<file path="config.mk">
export PLATFORM = sky130hd
export DESIGN_NAME = ycr_sleep_seq_flat
export DESIGN_NICKNAME = d
export VERILOG_FILES = /design/src/rtl/ycr_sleep_seq_if.sv /design/src/rtl/ycr_sleep_seq.sv /design/src/flat_wrapper.sv
export SDC_FILE = /design/constraint.sdc
export NUM_CORES = 1
export LEC_CHECK = 0
export BUFFER_PORTS_ARGS = -buffer_cell sky130_fd_sc_hd__clkbuf_2
export CAP_MARGIN = 20
export CELL_PAD_IN_SITES_DETAIL_PLACEMENT = 0
export CELL_PAD_IN_SITES_GLOBAL_PLACEMENT = 1
export CORE_MARGIN = 4
export CORE_UTILIZATION = 27
export DETAILED_ROUTE_END_ITERATION = 6
export PLACE_DENSITY = 0.59
export SETUP_SLACK_MARGIN = 0.1
export SLEW_MARGIN = 20
export SYNTH_ARGS = -nofsm -noshare
export SYNTH_HDL_FRONTEND = slang
export SYNTH_SLANG_ARGS = --single-unit
</file>
<file path="constraint.sdc">
create_clock -name clk_in -period 4.5 [get_ports clk_in]
set_clock_uncertainty 0.05 [all_clocks]
set_input_delay 0.9 -clock clk_in [delete_from_list [all_inputs] [get_ports clk_in]]
set_output_delay 0.9 -clock clk_in [all_outputs]
set_load 0.05 [all_outputs]
</file>
<file path="src/rtl/ycr_sleep_seq_if.sv">
// Signal bundle between the sleep sequencer, its CSR/bus side and the clock-gate cell.
// The slave side is the sequencer; the master side is whoever drives requests and gate status.
interface ycr_sleep_seq_if #(
  parameter int CNT_W = 16
) ();
  logic             sleep_req;
  logic [2:0]       cfg_wake_mask;
  logic [3:0]       cfg_guard;
  logic             bus_busy;
  logic [2:0]       irq;
  logic             gate_wakeup;
  logic             gate_clk_enb;
  logic [2:0]       cfg_mode;
  logic             dst_idle;
  logic             sleep_done;
  logic             sleep_err;
  logic [2:0]       wake_cause;
  logic [CNT_W-1:0] sleep_cnt;
  logic [2:0]       seq_state;

  modport master (
    output sleep_req, cfg_wake_mask, cfg_guard, bus_busy, irq, gate_wakeup, gate_clk_enb,
    input  cfg_mode, dst_idle, sleep_done, sleep_err, wake_cause, sleep_cnt, seq_state
  );

  modport slave (
    input  sleep_req, cfg_wake_mask, cfg_guard, bus_busy, irq, gate_wakeup, gate_clk_enb,
    output cfg_mode, dst_idle, sleep_done, sleep_err, wake_cause, sleep_cnt, seq_state
  );
endinterface

</file>
<file path="src/rtl/ycr_sleep_seq.sv">
// Sleep sequencer: drains bus traffic, programs the clock-gate wake mode, drives dst_idle
// and tracks the wake handshake. Runs on the free-running clk_in.
module ycr_sleep_seq #(
  parameter int DRAIN_TMO = 64,
  parameter int CNT_W     = 16
) (
  input logic             clk_in,
  input logic             reset_n,
  ycr_sleep_seq_if.slave  io_seq
);

  localparam int DCNT_W = (DRAIN_TMO > 1) ? $clog2(DRAIN_TMO) : 1;

  typedef enum logic [2:0] {
    ST_RUN   = 3'd0,
    ST_DRAIN = 3'd1,
    ST_GUARD = 3'd2,
    ST_SLEEP = 3'd3,
    ST_WAKE  = 3'd4
  } state_t;

  function automatic logic [2:0] mode_map(input logic [2:0] mask);
    case (mask)
      3'b000:  mode_map = 3'b000;
      3'b001:  mode_map = 3'b001;
      3'b010:  mode_map = 3'b010;
      3'b100:  mode_map = 3'b011;
      default: mode_map = 3'b100;
    endcase
  endfunction

  state_t              r_state;
  logic [2:0]          r_mask;
  logic [2:0]          r_cfg_mode;
  logic                r_dst_idle;
  logic                r_sleep_done;
  logic                r_sleep_err;
  logic [2:0]          r_wake_cause;
  logic [CNT_W-1:0]    r_sleep_cnt;
  logic [DCNT_W-1:0]   r_drain_cnt;
  logic [3:0]          r_guard_cnt;

  state_t              w_state_nxt;
  logic [2:0]          w_mask_nxt;
  logic [2:0]          w_cfg_mode_nxt;
  logic                w_dst_idle_nxt;
  logic                w_sleep_done_nxt;
  logic                w_sleep_err_nxt;
  logic [2:0]          w_wake_cause_nxt;
  logic [CNT_W-1:0]    w_sleep_cnt_nxt;
  logic [DCNT_W-1:0]   w_drain_cnt_nxt;
  logic [3:0]          w_guard_cnt_nxt;
  logic                w_irq_hit;
  logic                w_guard_done;

  assign w_irq_hit = |(io_seq.irq & r_mask);

  // GUARD dwells max(cfg_guard, 2) cycles so the gate's mode synchroniser settles first.
  assign w_guard_done = (r_guard_cnt != 4'd0) &&
                        (({1'b0, r_guard_cnt} + 5'd1) >= {1'b0, io_seq.cfg_guard});

  always_comb begin
    // NOTE: every output of this block gets a default first, so no path infers a latch.
    w_state_nxt      = r_state;
    w_mask_nxt       = r_mask;
    w_cfg_mode_nxt   = r_cfg_mode;
    w_dst_idle_nxt   = r_dst_idle;
    w_sleep_done_nxt = 1'b0;
    w_sleep_err_nxt  = 1'b0;
    w_wake_cause_nxt = r_wake_cause;
    w_sleep_cnt_nxt  = r_sleep_cnt;
    w_drain_cnt_nxt  = r_drain_cnt;
    w_guard_cnt_nxt  = r_guard_cnt;

    case (r_state)
      ST_RUN: begin
        w_dst_idle_nxt = 1'b0;
        w_cfg_mode_nxt = 3'b000;
        if (io_seq.sleep_req) begin
          if (io_seq.cfg_wake_mask == 3'b000) begin
            w_sleep_err_nxt = 1'b1;
          end else begin
            w_state_nxt     = ST_DRAIN;
            w_mask_nxt      = io_seq.cfg_wake_mask;
            w_cfg_mode_nxt  = mode_map(io_seq.cfg_wake_mask);
            w_drain_cnt_nxt = '0;
          end
        end
      end

      ST_DRAIN: begin
        if (w_irq_hit) begin
          w_state_nxt      = ST_RUN;
          w_cfg_mode_nxt   = 3'b000;
          w_sleep_err_nxt  = 1'b1;
          w_wake_cause_nxt = io_seq.irq & r_mask;
        end else if (io_seq.bus_busy && (r_drain_cnt == DCNT_W'(DRAIN_TMO - 1))) begin
          w_state_nxt     = ST_RUN;
          w_cfg_mode_nxt  = 3'b000;
          w_sleep_err_nxt = 1'b1;
        end else if (!io_seq.bus_busy) begin
          w_state_nxt     = ST_GUARD;
          w_guard_cnt_nxt = 4'd0;
        end else begin
          w_drain_cnt_nxt = r_drain_cnt + DCNT_W'(1);
        end
      end

      ST_GUARD: begin
        if (w_irq_hit) begin
          w_state_nxt      = ST_RUN;
          w_cfg_mode_nxt   = 3'b000;
          w_sleep_err_nxt  = 1'b1;
          w_wake_cause_nxt = io_seq.irq & r_mask;
        end else if (w_guard_done) begin
          w_state_nxt     = ST_SLEEP;
          w_dst_idle_nxt  = 1'b1;
          w_sleep_cnt_nxt = '0;
        end else begin
          w_guard_cnt_nxt = r_guard_cnt + 4'd1;
        end
      end

      ST_SLEEP: begin
        w_dst_idle_nxt = 1'b1;
        if (r_sleep_cnt != {CNT_W{1'b1}}) begin
          w_sleep_cnt_nxt = r_sleep_cnt + CNT_W'(1);
        end
        // The gate decides when to wake; irq alone is only recorded as the cause.
        if (io_seq.gate_wakeup) begin
          w_state_nxt      = ST_WAKE;
          w_dst_idle_nxt   = 1'b0;
          w_wake_cause_nxt = io_seq.irq;
        end
      end

      ST_WAKE: begin
        if (io_seq.gate_clk_enb) begin
          w_state_nxt      = ST_RUN;
          w_cfg_mode_nxt   = 3'b000;
          w_sleep_done_nxt = 1'b1;
        end
      end

      default: begin
        w_state_nxt    = ST_RUN;
        w_cfg_mode_nxt = 3'b000;
        w_dst_idle_nxt = 1'b0;
      end
    endcase
  end

  always_ff @(posedge clk_in or negedge reset_n) begin
    if (!reset_n) begin
      r_state      <= ST_RUN;
      r_mask       <= 3'b000;
      r_cfg_mode   <= 3'b000;
      r_dst_idle   <= 1'b0;
      r_sleep_done <= 1'b0;
      r_sleep_err  <= 1'b0;
      r_wake_cause <= 3'b000;
      r_sleep_cnt  <= '0;
      r_drain_cnt  <= '0;
      r_guard_cnt  <= 4'd0;
    end else begin
      // NOTE: non-blocking updates so every register samples the pre-edge values.
      r_state      <= w_state_nxt;
      r_mask       <= w_mask_nxt;
      r_cfg_mode   <= w_cfg_mode_nxt;
      r_dst_idle   <= w_dst_idle_nxt;
      r_sleep_done <= w_sleep_done_nxt;
      r_sleep_err  <= w_sleep_err_nxt;
      r_wake_cause <= w_wake_cause_nxt;
      r_sleep_cnt  <= w_sleep_cnt_nxt;
      r_drain_cnt  <= w_drain_cnt_nxt;
      r_guard_cnt  <= w_guard_cnt_nxt;
    end
  end

  assign io_seq.cfg_mode   = r_cfg_mode;
  assign io_seq.dst_idle   = r_dst_idle;
  assign io_seq.sleep_done = r_sleep_done;
  assign io_seq.sleep_err  = r_sleep_err;
  assign io_seq.wake_cause = r_wake_cause;
  assign io_seq.sleep_cnt  = r_sleep_cnt;
  assign io_seq.seq_state  = r_state;

endmodule
</file>
<file path="src/flat_wrapper.sv">
// flat-port wrapper written by rule: the top's interface ports become plain ports
module ycr_sleep_seq_flat 
#(
  parameter int DRAIN_TMO = 64,
  parameter int CNT_W     = 16
)
  (clk_in, reset_n, io_seq_sleep_req, io_seq_cfg_wake_mask, io_seq_cfg_guard, io_seq_bus_busy, io_seq_irq, io_seq_gate_wakeup, io_seq_gate_clk_enb, io_seq_cfg_mode, io_seq_dst_idle, io_seq_sleep_done, io_seq_sleep_err, io_seq_wake_cause, io_seq_sleep_cnt, io_seq_seq_state);
  ycr_sleep_seq_if #(.CNT_W(CNT_W)) io_seq_i ();
  input logic clk_in;
  input logic reset_n;
  input wire logic [$bits(io_seq_i.sleep_req)-1:0] io_seq_sleep_req;
  input wire logic [$bits(io_seq_i.cfg_wake_mask)-1:0] io_seq_cfg_wake_mask;
  input wire logic [$bits(io_seq_i.cfg_guard)-1:0] io_seq_cfg_guard;
  input wire logic [$bits(io_seq_i.bus_busy)-1:0] io_seq_bus_busy;
  input wire logic [$bits(io_seq_i.irq)-1:0] io_seq_irq;
  input wire logic [$bits(io_seq_i.gate_wakeup)-1:0] io_seq_gate_wakeup;
  input wire logic [$bits(io_seq_i.gate_clk_enb)-1:0] io_seq_gate_clk_enb;
  output wire logic [$bits(io_seq_i.cfg_mode)-1:0] io_seq_cfg_mode;
  output wire logic [$bits(io_seq_i.dst_idle)-1:0] io_seq_dst_idle;
  output wire logic [$bits(io_seq_i.sleep_done)-1:0] io_seq_sleep_done;
  output wire logic [$bits(io_seq_i.sleep_err)-1:0] io_seq_sleep_err;
  output wire logic [$bits(io_seq_i.wake_cause)-1:0] io_seq_wake_cause;
  output wire logic [$bits(io_seq_i.sleep_cnt)-1:0] io_seq_sleep_cnt;
  output wire logic [$bits(io_seq_i.seq_state)-1:0] io_seq_seq_state;
  assign io_seq_i.sleep_req = io_seq_sleep_req;
  assign io_seq_i.cfg_wake_mask = io_seq_cfg_wake_mask;
  assign io_seq_i.cfg_guard = io_seq_cfg_guard;
  assign io_seq_i.bus_busy = io_seq_bus_busy;
  assign io_seq_i.irq = io_seq_irq;
  assign io_seq_i.gate_wakeup = io_seq_gate_wakeup;
  assign io_seq_i.gate_clk_enb = io_seq_gate_clk_enb;
  assign io_seq_cfg_mode = io_seq_i.cfg_mode;
  assign io_seq_dst_idle = io_seq_i.dst_idle;
  assign io_seq_sleep_done = io_seq_i.sleep_done;
  assign io_seq_sleep_err = io_seq_i.sleep_err;
  assign io_seq_wake_cause = io_seq_i.wake_cause;
  assign io_seq_sleep_cnt = io_seq_i.sleep_cnt;
  assign io_seq_seq_state = io_seq_i.seq_state;
  ycr_sleep_seq #(.DRAIN_TMO(DRAIN_TMO), .CNT_W(CNT_W)) u_core (.clk_in(clk_in), .reset_n(reset_n), .io_seq(io_seq_i));
endmodule
</file>
-- Word-level counts from Yosys, hierarchy flattened
Cells that the tools add are included.
- output and inout port bits: 28
- flip-flop bits (word level): 41
- logic and storage cells: 113
- bits of input ports: 16
- add/sub/neg operators: 4
- reduce and logical (&&, ||, !) cells: 20
- eq/ne operators: 26
- bitwise gates (word level): 4
- multiplexer cells: 48
- $lt $le $gt $ge: 1
- operator list (operator ; number):
    16-bit 2-to-1 mux ; 3
    3-bit 2-to-1 mux ; 16
    16-bit case mux with 2 select lines ; 1
    6-bit 2-to-1 mux ; 5
    3-bit case mux with 5 select lines ; 2
    4-bit 2-to-1 mux ; 5
    2-bit inequality test (second input constant) ; 10
    6-bit AND reduction ; 3
    16-bit by 1-bit adder with 16-bit output (second input constant) ; 1
    16-bit inequality test (second input constant) ; 1
    6-bit case mux with 2 select lines ; 1
    1-bit 2-to-1 mux ; 10
    3-bit by 2-bit equality test with 1-bit output (second input constant) ; 3
    3-bit case mux with 3 select lines ; 1
    3-bit AND reduction ; 3
    2-bit by 1-bit inequality test with 1-bit output (second input constant) ; 4
    4-bit case mux with 2 select lines ; 1
    4-bit AND reduction ; 2
    2-bit nonzero test ; 4
    6-bit by 1-bit adder with 6-bit output (second input constant) ; 1
    3-bit by 1-bit equality test with 1-bit output (second input constant) ; 2
    3-bit equality test (second input constant) ; 2
    6-bit equality test (second input constant) ; 1
    3-bit zero test ; 2
    other kinds (13) ; 19

-- Depth between registers and ports, before layout
Gate-level depths: netlist of the first run.
- depth after elaboration: 6
- gate-level depth with buffers: 9
- gate-level depth less buffers: 8

-- Worst setup path before layout of the first run
OpenSTA, ideal clock, no wires.
- path kind: in2reg
- from: input port io_seq_irq[2]
- to: register u_core.r_drain_cnt[2]
- path slack: 1.909 ns
- stages: 5
- buffers on the path: 0
- data required time: 4.330 ns
- setup time: 0.120 ns
- arrival time: 2.421 ns
- path through: a222oi_1 -> o31ai_2 -> or3_2 -> xor2_1 -> nor2_1
- longest elaborated chain between the ends: 4
- RTL lines (what ; RTL line ; text):
    start: declaration ; flat_wrapper.sv:15 ; input wire logic [$bits(io_seq_i.irq)-1:0] io_seq_irq;
    3-bit bitwise AND ; ycr_sleep_seq.sv:56 ; assign w_irq_hit = |(io_seq.irq & r_mask);
    3-bit OR reduction ; ycr_sleep_seq.sv:56 ;
    2-bit inequality test (no line) ; - ;
    6-bit AND reduction (no line) ; - ;
    end signal: assignment ; ycr_sleep_seq.sv:175 ; r_drain_cnt <= w_drain_cnt_nxt;
    end: declaration ; ycr_sleep_seq.sv:40 ; logic [DCNT_W-1:0] r_drain_cnt;
Every way passes these cells.
A chain may end at the register's enable or synchronous reset.

-- Final worst setup path of the first run
- from: input port io_seq_irq[2]
- to: register u_core.r_drain_cnt[5]
Same word-level chain as after synthesis.

==> results.sh, run 1 <==
export IMPL_status="finished, final reports clean"
export IMPL_num_antenna_cells=0
export IMPL_reg2regPathDepth=5
export IMPL_period_share=0.625
export IMPL_placed_area_um2=2710
export IMPL_antenna_left=0
export IMPL_rows=33
export IMPL_cts_tree="built"
export IMPL_path_buf_inv=1
export IMPL_clk_pin_slew_ns=0.08
export IMPL_io_buffers=43
export IMPL_antenna_found_initial=0
export IMPL_crit_path_end="u_core.r_drain_cnt[5]"
export IMPL_setup_viol=0
export IMPL_clock_path_buffers=2
export IMPL_grt_usage=0.122
export IMPL_cts_sinks=41
export IMPL_grt_pass1_vias=2011
export IMPL_cts_setup_buffers=0
export IMPL_vias=2056
export IMPL_die_x_um=102
export IMPL_worst_skew_pair_late_latency_ns=0.30
export IMPL_maxSlewViolCount=0
export IMPL_fin_cells=409
export IMPL_synth_area_leaders="dfrtp_1 43%, ha_1 4.2%, nor2_1 3.5%, nand2_1 3.3%, xnor2_1 3.3%"
export IMPL_peakVddDrop_mv=0.230
export IMPL_path_delay_family="compound AO/OA/AOI/OAI gates"
export IMPL_netlist_instances=260
export IMPL_seqCellArea_um2=1030
export IMPL_wl_per_cell_um=14.5
export IMPL_viasPerCell=5.03
export IMPL_multi_input_area_um2=1260
export IMPL_crit_path_top_delay_cell="a222oi_1"
export IMPL_crit_cells=6
export IMPL_wl_mm=5.92
export IMPL_grt_pass1_wl_mm=10.2
export IMPL_synth_edff_count=0
export IMPL_power_density_nw_per_um2=702
export IMPL_dp_cells=401
export IMPL_critPathLaunchType="primary input"
export IMPL_drtIter0Drc=105
export IMPL_syn_num_nets=284
export IMPL_n_fill_cell=882
export IMPL_path_max_fanout=8
export IMPL_relSlewSlack=0.286
export IMPL_dr_pass1_iters=4
export IMPL_io_pins=44
export IMPL_fin_nets=327
export IMPL_initial_core_util=0.284
export IMPL_finalHoldViolCount=0
export IMPL_worstMarginPinSlew_ns=1.07
export IMPL_yosysSeqAreaShare=0.431
export IMPL_maxCapViolations=0
export IMPL_core_area_um2=8380
export IMPL_synth_warnings=0
export IMPL_grt_start_max_net_pins=42
export IMPL_cp_arrival_ns=2.95
export IMPL_slowest_delay_ns=0.93
export IMPL_crit_required_ns=4.64
export IMPL_place_gp_congestion=0.731
export IMPL_htreeDepth=2
export IMPL_cp_end_kind="flop"
export IMPL_cts_resized=0
export IMPL_max_freq_ghz=0.356
export IMPL_synth_area_leader_cell="dfrtp_1"
export IMPL_rrSetupSlack_ns=1.97
export IMPL_postLayoutCellArea_um2=2830
export IMPL_crit_chain="clkbuf_2 > a222oi_1 > o31ai_2 > a2111oi_2 > xnor2_1 > nor2_1"
export IMPL_worstSetupPathType="primary input to flop"
export IMPL_synth_async_reset_ratio=1.00
export IMPL_ys_ff_latch=41
export IMPL_fin_setup_tns_ns=0
export IMPL_drive_above_1_share=0.217
export IMPL_dpl_hpwl_mm=4.31
export IMPL_yosysUniqueCellTypes=49
export IMPL_layout_commonest_cell="clkbuf_2"
export IMPL_drc=0
export IMPL_cts_buffers=5
export IMPL_avgSynthCellArea_um2=9.16
export IMPL_timing_rr_start="u_core.r_mask[2]"
export IMPL_grt_overflow_total=0
export IMPL_final_core_util=0.338
export IMPL_total_power_mw=1.99
export IMPL_die_h_um=102
export IMPL_min_delay_start="u_core.io_seq.cfg_mode[1]"
export IMPL_area_growth_pct=19.0
export IMPL_cts_hold_buffers=0
export IMPL_r2r_end="u_core.r_drain_cnt[5]"
export IMPL_leakage_nw=1.27
export IMPL_syn_area_um2=2380
export IMPL_dieArea_um2=10400
export IMPL_layout_common_cells="43 x clkbuf_2, 41 x dfrtp_1, 22 x nor2_1"
export IMPL_synth_top_flop_cell="dfrtp_1"
export IMPL_startpoint="io_seq_irq[2]"
export IMPL_clockRootBuffer="clkbuf_8"
export IMPL_rsz0062_at_grt="false"
export IMPL_yosysTopAreaCellShare=0.431
export IMPL_min_period_ns=2.81
export IMPL_hp_class="flop to flop"
## final cells by class
cell class | instances | area share
Clock buffer | 6 | 0.0291
Tap cell | 105 | 0.0464
Timing Repair Buffer | 45 | 0.0812
Sequential cell | 41 | 0.362
Clock inverter | 2 | 0.0132
Multi-Input combinational cell | 192 | 0.444
Inverter | 18 | 0.0238
## per-stage QoR
step                      setup WS (ns)  hold slack, ns
after global routing               1.50           0.500
after global placement             1.37           0.451
after detailed placement           1.36           0.440
final                              1.69           0.459
after CTS                          1.67           0.468
after floorplan                    1.91           0.455
## cells by family (layout without fill, tap and decap cells)
group / Yosys count / count (layout) / share of synthesized area
buffers and inverters: 27 / 71 / 0.0431
adders and majority gates: 9 / 9 / 0.0462
AOI/OAI and AO/OA: 77 / 77 / 0.220
xor gates and xnor gates: 12 / 12 / 0.0441
DFF: 41 / 41 / 0.431
and+or+nand+nor: 86 / 86 / 0.181
muxes: 8 / 8 / 0.0347
## power breakdown
group / leakage, nW / internal (mW) / switching (mW)
logic: 0.674 / 0.310 / 0.687
registers: 0.537 / 0.497 / 0.175
clock network: 0.0574 / 0.181 / 0.140
total: 1.27 / 0.987 / 1.00
## cell usage after synthesis, drive strengths merged, types with 4 or more instances
cell    count
dfrtp      41
nor2       22
nand2      21
inv        18
o21ai      16
a21oi      13
a31oi      11
nand3      10
a22o        9
xnor2       9
clkbuf      8
ha          8
mux2i       6
nor3        5
a22oi       4
and2        4
and3        4
o22ai       4
## flip-flops by register name, summed over array words and instances, names as in the netlist
signal                    flops
u_core.io_seq.seq_state       3
u_core.r_drain_cnt            6
u_core.io_seq.sleep_cnt      16
u_core.r_guard_cnt            4
u_core.r_mask                 3
u_core.io_seq.cfg_mode        3
u_core.io_seq.wake_cause      3
u_core.io_seq.dst_idle        1
u_core.io_seq.sleep_err       1
u_core.io_seq.sleep_done      1
## metal layers
metal | wire length [um] | track usage
met1 | 2970 | 0.178
met4 | 81 | 0.0363
met2 | 2620 | 0.184
met3 | 253 | 0.0246
met5 | 0 | 0
## worst min path at each step
stage | to | depth (start not counted)
after detailed placement | u_core.io_seq.cfg_mode[1] | 1
after floorplan | u_core.r_mask[0] | 1
after global routing | u_core.io_seq.cfg_mode[1] | 1
after CTS | u_core.io_seq.cfg_mode[1] | 1
final | u_core.io_seq.cfg_mode[1] | 1
after global placement | u_core.io_seq.cfg_mode[0] | 1
No activity file was read; power rests on OpenSTA's default activity.
==> inputs of run 2 (changes only) <==
clock period = 2.8 ns   (was 4.5 ns; I/O delays follow)
==> run 2 against run 1 <==
Against the previous run: die area unchanged; hold slack got worse by 0.33 ns; cell area up 0.79%; sequential power increased by 62%; combinational power is 65% higher; critical path type is now flop to flop; sequential cell count unchanged; sequential share of layout area decreased by 0.29 points; power up 58%; critical endpoint is now u_core.io_seq.sleep_cnt[5]; wire length grew 3.1%; clock power up 28%; non-clock buffer count up 7; first-iteration DRC count is 43% higher.
==> results.sh, run 2 (synthesis results as in run 1) <==
export IMPL_crit_required_ns=2.97
export IMPL_cts_resized=0
export IMPL_dieArea_um2=10400
export IMPL_crit_chain="ha_1 > xor2_1 > ha_1 > a21o_1 > a31oi_1 > o22a_1 > o21ai_1 > buf_4 > a31oi_1"
export IMPL_cts_sinks=41
export IMPL_core_area_um2=8380
export IMPL_cts_tree="built"
export IMPL_hp_class="primary input to async pin"
export IMPL_antenna_left=0
export IMPL_cp_arrival_ns=2.54
export IMPL_drive_above_1_share=0.232
export IMPL_rows=33
export IMPL_clockRootBuffer="clkbuf_8"
export IMPL_rsz0062_at_grt="false"
export IMPL_worst_skew_pair_late_latency_ns=0.29
export IMPL_cts_setup_buffers=0
export IMPL_wl_per_cell_um=14.7
export IMPL_place_gp_congestion=0.724
export IMPL_slowest_delay_ns=0.41
export IMPL_power_density_nw_per_um2=1100
export IMPL_fin_nets=334
export IMPL_drc=0
export IMPL_path_buf_inv=1
export IMPL_wl_mm=6.11
export IMPL_layout_common_cells="43 x clkbuf_2, 41 x dfrtp_1, 22 x nor2_1"
export IMPL_largest_register_ffs=16
export IMPL_clock_path_buffers=2
export IMPL_num_antenna_cells=0
export IMPL_leakage_nw=1.29
export IMPL_status="finished, final reports clean"
export IMPL_drtIter0Drc=150
export IMPL_critPathLaunchType="flop"
export IMPL_grt_overflow_total=0
export IMPL_area_growth_pct=20.0
export IMPL_htreeDepth=2
export IMPL_total_power_mw=3.15
export IMPL_top_layer="met4"
export IMPL_setup_viol=0
export IMPL_die_h_um=102
export IMPL_final_core_util=0.341
export IMPL_period_share=0.846
export IMPL_io_buffers=43
export IMPL_fin_setup_tns_ns=0
export IMPL_met2_length_mm=2.67
export IMPL_crit_cells=9
export IMPL_antenna_found_initial=0
export IMPL_peakVddDrop_mv=0.362
export IMPL_grt_pass1_wl_mm=10.4
export IMPL_dr_pass1_iters=4
export IMPL_initial_core_util=0.284
export IMPL_worstMarginPinSlew_ns=0.675
export IMPL_viasPerCell=5.04
export IMPL_hold_ws_ns=0.133
export IMPL_path_delay_family="compound AO/OA/AOI/OAI gates"
export IMPL_cp_end_kind="flop"
export IMPL_vias=2090
export IMPL_worstSetupPathType="flop to flop"
export IMPL_path_max_fanout=15
export IMPL_met3_length_um=296
export IMPL_cts_hold_buffers=0
export IMPL_reg2regPathDepth=9
export IMPL_finalHoldViolCount=0
export IMPL_max_freq_ghz=0.422
export IMPL_grt_usage=0.125
export IMPL_crit_path_top_delay_cell="dfrtp_1"
export IMPL_dpl_hpwl_mm=4.49
export IMPL_cts_buffers=5
export IMPL_grt_start_max_net_pins=27
export IMPL_min_period_ns=2.37
export IMPL_maxCapViolations=0
export IMPL_clk_pin_slew_ns=0.08
export IMPL_drt_met1_wl_mm=3.07
export IMPL_die_x_um=102
export IMPL_relSlewSlack=0.550
export IMPL_layout_commonest_cell="clkbuf_2"
export IMPL_io_pins=44
export IMPL_maxSlewViolCount=0
export IMPL_grt_pass1_vias=2001
[run 2: cell types whose count changed in the layout (fill, tap and decap cells not counted), sizes merged]
cell    change
buf         +7
bufinv      -1
[run 2: power breakdown]
group	switching (mW)	total (mW)	internal, mW	leakage [nW]
sequential	0.290	1.09	0.798	0.537
combinational	1.12	1.65	0.532	0.708
clock	0.215	0.411	0.195	0.0433
[run 2: worst register-to-register path, cell delays in order, from the launching register on]
cell     delay [ns]
dfrtp_1        0.41
ha_1           0.25
xor2_1         0.17
ha_1           0.30
a21o_1         0.16
a31oi_1        0.13
o22a_1         0.32
o21ai_1        0.11
buf_4          0.21
a31oi_1        0.18
[run 2: final cells by class]
type	count	area, um^2
timing repair buffer	52	283
inverter	18	67.6
fill	903	5530
multi-input combinational	192	1260
sequential	41	1030
clock buffer	6	82.6
clock inverter	1	7.51
tap	105	131
[run 2: worst paths after layout]
kind / from / to / slack, ns
max: u_core.r_guard_cnt[0] / u_core.io_seq.sleep_cnt[5] / 0.43
min: reset_n / u_core.io_seq.cfg_mode[1] / 0.13
max reg2reg: u_core.r_guard_cnt[0] / u_core.io_seq.sleep_cnt[5] / 0.43
min reg2reg: u_core.io_seq.cfg_mode[0] / u_core.io_seq.cfg_mode[0] / 0.47
max in group asynchronous: reset_n / u_core.r_guard_cnt[2] / 1.85
min in group clk_in: io_seq_gate_clk_enb / u_core.io_seq.sleep_done / 0.44
[run 2: routing by layer]
metal  vias up  GRT usage
li1       1042          -
met1       992      0.181
met2        52      0.190
met3         4     0.0253
met4         0     0.0383
met5         -          0
[run 2: through the flow]
stage               instance area (um^2)  cells  setup WS [ns]
detailed placement                  2770    408          0.424
global route                        2860    415          0.228
global placement                    2770    408          0.463
finish                              2860    415          0.432
CTS                                 2860    415          0.419
floorplan                           2380    260          0.471
